[src/rtl/led_display_row_driver.sv]
// HUB75 row driver: shifts one RGB row per handshake, then blanks, latches
// and displays it while the previous row stays lit during the next shift.
module led_display_row_driver #(
    parameter int SYS_CLK_FREQ       = 100_000_000,
    parameter int BCLK_FREQ          = 21_000_000,
    parameter int NUM_COL_PIXELS     = 64,
    parameter int NUM_ROW_PIXELS     = 32,
    parameter int BLANK_CYCLES       = 4,
    parameter int LATCH_CYCLES       = 2,
    parameter int MIN_DISPLAY_CYCLES = 256,
    localparam int GL_RGB_ROW_W      = 6 * NUM_COL_PIXELS,
    localparam int ADDR_W            = $clog2(NUM_ROW_PIXELS / 2)
) (
    input  logic                    clk_in,
    input  logic                    n_reset_in,
    input  logic [GL_RGB_ROW_W-1:0] row_in,
    input  logic [ADDR_W-1:0]       row_address_in,
    input  logic                    row_valid_in,
    output logic                    row_ready_out,
    output logic                    bclk_out,
    output logic [2:0]              rgb_top_out,
    output logic [2:0]              rgb_bot_out,
    output logic                    latch_out,
    output logic                    oe_n_out,
    output logic [ADDR_W-1:0]       addr_out
);

    localparam int DIV_RAW  = SYS_CLK_FREQ / (2 * BCLK_FREQ);
    localparam int BCLK_DIV = (DIV_RAW < 1) ? 1 : DIV_RAW;
    localparam int PH_W     = (BCLK_DIV > 1) ? $clog2(BCLK_DIV) : 1;
    localparam int BIT_W    = $clog2(NUM_COL_PIXELS);
    localparam int BL_MAX   = (BLANK_CYCLES > LATCH_CYCLES) ? BLANK_CYCLES : LATCH_CYCLES;
    localparam int DW_MAX   = (BL_MAX > MIN_DISPLAY_CYCLES) ? BL_MAX : MIN_DISPLAY_CYCLES;
    localparam int DW_W     = (DW_MAX > 1) ? $clog2(DW_MAX) : 1;

    localparam logic [PH_W-1:0]  PH_LAST    = PH_W'(BCLK_DIV - 1);
    localparam logic [BIT_W-1:0] LAST_COL   = BIT_W'(NUM_COL_PIXELS - 1);
    localparam logic [DW_W-1:0]  BLANK_LAST = DW_W'(BLANK_CYCLES - 1);
    localparam logic [DW_W-1:0]  LATCH_LAST = DW_W'(LATCH_CYCLES - 1);
    localparam logic [DW_W-1:0]  DISP_LAST  = DW_W'(MIN_DISPLAY_CYCLES - 1);

    typedef struct packed {
        logic [NUM_COL_PIXELS-1:0] red;
        logic [NUM_COL_PIXELS-1:0] green;
        logic [NUM_COL_PIXELS-1:0] blue;
    } rgb_plane_t;

    typedef struct packed {
        rgb_plane_t top;
        rgb_plane_t bot;
    } rgb_row_t;

    typedef enum logic [2:0] {
        S_IDLE,
        S_SHIFT,
        S_BLANK,
        S_LATCH,
        S_DISPLAY
    } state_t;

    function automatic logic [2:0] pick(input rgb_plane_t p, input logic [BIT_W-1:0] c);
        return {p.blue[c], p.green[c], p.red[c]};
    endfunction

    rgb_row_t          w_row;
    rgb_row_t          r_row;
    logic [ADDR_W-1:0] r_addr;
    state_t            r_state;
    logic [PH_W-1:0]   r_phase;
    logic [BIT_W-1:0]  r_bit;
    logic [DW_W-1:0]   r_dwell;
    logic              r_high;
    logic              r_lit;
    logic              r_ready;
    logic              r_bclk;
    logic [2:0]        r_rgb_top;
    logic [2:0]        r_rgb_bot;
    logic              r_latch;
    logic              r_oe_n;
    logic [ADDR_W-1:0] r_addr_out;

    assign w_row = rgb_row_t'(row_in);

    always_ff @(posedge clk_in) begin
        if (!n_reset_in) begin
            r_state    <= S_IDLE;
            r_row      <= '0;
            r_addr     <= '0;
            r_phase    <= '0;
            r_bit      <= LAST_COL;
            r_dwell    <= '0;
            r_high     <= 1'b0;
            r_lit      <= 1'b0;
            r_ready    <= 1'b0;
            r_bclk     <= 1'b0;
            r_rgb_top  <= '0;
            r_rgb_bot  <= '0;
            r_latch    <= 1'b0;
            r_oe_n     <= 1'b1;
            r_addr_out <= '0;
        end else begin
            unique case (r_state)
                S_IDLE: begin
                    r_oe_n <= !r_lit;
                    if (row_valid_in && r_ready) begin
                        r_row     <= w_row;
                        r_addr    <= row_address_in;
                        r_ready   <= 1'b0;
                        r_phase   <= '0;
                        r_high    <= 1'b0;
                        r_bit     <= LAST_COL;
                        r_rgb_top <= pick(w_row.top, LAST_COL);
                        r_rgb_bot <= pick(w_row.bot, LAST_COL);
                        r_state   <= S_SHIFT;
                    end else begin
                        r_ready <= 1'b1;
                    end
                end
                S_SHIFT: begin
                    r_oe_n <= !r_lit;
                    if (r_phase != PH_LAST) begin
                        r_phase <= r_phase + 1'b1;
                    end else if (!r_high) begin
                        r_phase <= '0;
                        r_high  <= 1'b1;
                        r_bclk  <= 1'b1;
                    end else begin
                        r_phase <= '0;
                        r_high  <= 1'b0;
                        r_bclk  <= 1'b0;
                        if (r_bit == '0) begin
                            // Blank before the latch so the address moves while dark
                            r_bit   <= LAST_COL;
                            r_oe_n  <= 1'b1;
                            r_dwell <= '0;
                            r_state <= S_BLANK;
                        end else begin
                            r_bit     <= r_bit - 1'b1;
                            r_rgb_top <= pick(r_row.top, r_bit - 1'b1);
                            r_rgb_bot <= pick(r_row.bot, r_bit - 1'b1);
                        end
                    end
                end
                S_BLANK: begin
                    if (r_dwell == BLANK_LAST) begin
                        r_dwell    <= '0;
                        r_latch    <= 1'b1;
                        r_addr_out <= r_addr;
                        r_state    <= S_LATCH;
                    end else begin
                        r_dwell <= r_dwell + 1'b1;
                    end
                end
                S_LATCH: begin
                    if (r_dwell == LATCH_LAST) begin
                        r_dwell <= '0;
                        r_latch <= 1'b0;
                        r_oe_n  <= 1'b0;
                        r_lit   <= 1'b1;
                        r_state <= S_DISPLAY;
                    end else begin
                        r_dwell <= r_dwell + 1'b1;
                    end
                end
                S_DISPLAY: begin
                    if (r_dwell == DISP_LAST) begin
                        r_dwell <= '0;
                        r_ready <= 1'b1;
                        r_state <= S_IDLE;
                    end else begin
                        r_dwell <= r_dwell + 1'b1;
                    end
                end
                default: r_state <= S_IDLE;
            endcase
        end
    end

    assign row_ready_out = r_ready;
    assign bclk_out      = r_bclk;
    assign rgb_top_out   = r_rgb_top;
    assign rgb_bot_out   = r_rgb_bot;
    assign latch_out     = r_latch;
    assign oe_n_out      = r_oe_n;
    assign addr_out      = r_addr_out;

endmodule
[config.mk]
export PLATFORM = sky130hd
export DESIGN_NAME = led_display_row_driver
export DESIGN_NICKNAME = d
export VERILOG_FILES = /design/src/rtl/led_display_row_driver.sv
export SDC_FILE = /design/constraint.sdc
export NUM_CORES = 1
export LEC_CHECK = 0
export BUFFER_PORTS_ARGS = -buffer_cell sky130_fd_sc_hd__buf_2
export CAP_MARGIN = 20
export CORE_MARGIN = 4
export CORE_UTILIZATION = 30
export DETAILED_ROUTE_END_ITERATION = 10
export PLACE_DENSITY = 0.48
export RECOVER_POWER = 50
export SLEW_MARGIN = 20
export SYNTH_ARGS = -nofsm -noshare
export SYNTH_HDL_FRONTEND = slang
export SYNTH_SLANG_ARGS = --single-unit
[constraint.sdc]
create_clock -name clk_in -period 6.5 [get_ports clk_in]
set_input_delay 0.65 -clock clk_in [delete_from_list [all_inputs] [get_ports clk_in]]
set_output_delay 0.65 -clock clk_in [all_outputs]
set_load 0.01 [all_outputs]
==> metrics.txt <==
number of DRC violations after detailed-routing iteration 0 948; GP Congestion 0.815; critical path startpoint category flop; post-cts gate resize count 0; first-pass GRT wire length slightly below 100,000 µm; die width 262 µm; count of final max-slew check failures 328; Achievable Freq 220 MHz; quantity of hold-fixing buffers added after cts 0; number of buffers added by the clock tree synthesis step 49; combined flip-flop and latch cell area 8450 µm²; P per Cell Area 266 nW/µm²; H-tree levels 2; Worst Path Arrival between 5 and 6 ns; critical-path cell with the highest stage delay sky130_fd_sc_hd__clkbuf_1; initial core utilization roughly 30%; vias in the first global route between 15,000 and 20,000; crit-path cells or2_0, nor3_1, clkbuf_1, buf_4, nand2_1, a21boi_0; buffers from clock root to sink, at most 3; largest net degree at the start of global routing 241; capturing element type of the critical path flop; Unique masters post-synth 59; top-area cell type share of the netlist area between 40 and 50%; fraction of final layout cells with drive strength greater than 1 a little under a quarter; number of synthesis warnings 0; CTS Sinks 422; synthesized netlist net count 2,615; maximum capacitance violations 3; Seq/Total Area, Yosys about 44%; synthesized instance count roughly 2,200; post-synthesis to final-layout area growth 21.3%; cell area after technology mapping roughly 19,000 µm²; Worst slew margin -72.0%; total detailed-routing wirelength about 66,000 µm; largest fanout of any net on the critical path 93; count of antenna-violating nets left after detailed routing 0; number of cell rows just over 90; share of synthesized registers carrying an async set or reset 0%; Area contributors post-synth sky130_fd_sc_hd__dfxtp_1, sky130_fd_sc_hd__nand2_1, sky130_fd_sc_hd__a21boi_0, sky130_fd_sc_hd__mux4_2, sky130_fd_sc_hd__clkbuf_1; GRT Residual Overflow 0; multi-input gate area in the final layout 10,100 µm²; clock root buffer sky130_fd_sc_hd__clkbuf_16; commonest cells after routing, fill and taps aside sky130_fd_sc_hd__nand2_1, sky130_fd_sc_hd__dfxtp_1, sky130_fd_sc_hd__a21boi_0, sky130_fd_sc_hd__buf_2, sky130_fd_sc_hd__mux4_2; Tightest Pin Transition around 2.6 ns; Total GRT Usage 18.5%; clock-pin slew of the registers on the worst-case setup and hold paths 0.06 ns; Finish-stage setup viols 0; via count ~16,000; boundary pin count a little over 400; WL/cell 19.4 µm; postcts setup bufs 0; violations in the final reports max-capacitance violations, max-slew violations; Port Buf Inserts about 400; Power, Total about 6.2 mW; CP required 6.99 ns; unrepaired setup endpoints after global routing false; clock tree from TritonCTS yes; worst clock skew roughly 0.018 ns; CP delay by family, top buffers and inverters; Core Region about 63,000 µm²; crit share post-route 70.0%; number of enable flip-flop cells after synthesis 0; run status complete, but fails checks; utilization of the core after routing between 30% and 40%; final number of hold-violating endpoints 0; Die Span Y around 260 µm; via-per-instance ratio 4.85; Post-Route Setup TNS 0 ns; average cell area after synthesis 8.69 µm²; number of antenna violations at the first check in global routing 4; dominant register cell in the synthesized netlist sky130_fd_sc_hd__dfxtp_1; clock network latency to the later pin of the worst-skew pair 0.58 ns; post-detailed-route DRC marker count 0; Leakage Power ~8.5 nW; count of state elements after synthesis about 420; Crit Path Category reg -> reg; Detailed Place HPWL 46,500 µm; DR pass1 iterations 5; Largest stage delay, worst path ~1.8 ns; most common library cell in the layout ignoring fill and taps sky130_fd_sc_hd__nand2_1; total die area just under 70,000 µm²; area leader, netlist sky130_fd_sc_hd__dfxtp_1; Worst IR Drop VDD 0.000188 V; post-route minimum period 4.55 ns; number of filler cells placed in the layout roughly 6,600; Final nets 2,908; Buf+Inv Stages, Crit Path 2; class of the tightest hold or removal check in -> reg
## tightest hold or removal path: cells and delay by family
kind | cells | cell delay (ns)
AND/OR/NAND/NOR | 1 | 0.04
buffers and inverters | 1 | 0.09
AO/OA/AOI/OAI | 1 | 0.06
## flip-flops by register name (all words and copies together) (netlist names)
register	count
r_phase	1
rgb_top_out	3
rgb_bot_out	3
addr_out	4
latch_out	1
r_addr	4
r_lit	1
oe_n_out	1
r_row	384
r_dwell	8
r_high	1
bclk_out	1
r_bit	6
r_state	3
row_ready_out	1
## cells by family after synthesis
kind of cell,Yosys count,synth area share (%)
compound gates,527,19.6
flops,422,43.8
simple gates,962,19.5
buf+inv,183,4.22
mux,113,12.1
fa+ha+maj,4,0.259
xor+xnor,9,0.545
## stage by stage
step	hold WS, ns	area, µm²	setup slack [ns]	instances
6_report	0.317	23400	1.95	3395
5_1_grt	0.308	23400	1.47	3393
4_1_cts	0.278	23400	2.28	3392
3_5_place_dp	0.456	21800	2.28	3307
3_3_place_gp	0.448	21800	2.36	3307
2_1_floorplan	0.440	19300	3.35	2220
## worst paths after layout
check	slack [ns]	start	end	depth (start not counted)
setup / recovery	1.95	r_state[0]	r_row[282]	6
hold / removal	0.32	row_in[160]	r_row[160]	3
setup reg to reg	1.95	r_state[0]	r_row[282]	6
hold reg to reg	0.46	r_row[74]	r_row[74]	2
## metal layers
layer / track usage, % / share of wire, % / up-vias / routed length, µm
li1: - / - / 8113 / -
met3: 3.04 / 4.9 / 103 / 3230
met1: 24.4 / 44 / 7881 / 29100
met5: 0 / 0.056 / - / 37
met2: 31.3 / 48 / 359 / 31800
met4: 5.62 / 2.7 / 6 / 1760
## power by group
group | total (mW) | switching, mW | internal (mW)
Sequential | 2.80 | 0.0748 | 2.72
Clock | 2.79 | 1.11 | 1.68
Combinational | 0.635 | 0.360 | 0.275
Total | 6.22 | 1.54 | 4.68
## Yosys cell counts, drive strengths merged (5+ instances only)
cell / n
xor2: 5
a2111oi: 6
mux4: 96
nor2b: 5
nand3: 13
o21ai: 45
buf: 81
and3: 5
inv: 5
a21boi: 397
nor2: 37
and2: 5
a21oi: 40
a22oi: 7
o221ai: 6
nand2: 863
dfxtp: 422
clkbuf: 97
nor4: 7
nor3: 11
a31oi: 7
mux2i: 15
## final cells by class
type	instances	share of cell area, %
Timing Repair Buffer	420	9.29
Inverter	5	0.0802
Clock inverter	13	0.615
Antenna cell	2	0.0214
Clock buffer	72	6.31
Multi-Input combinational cell	1615	43.1
Sequential cell	422	36.1
Tap cell	846	4.52
Note: power is estimated with default switching activity, not from simulation.
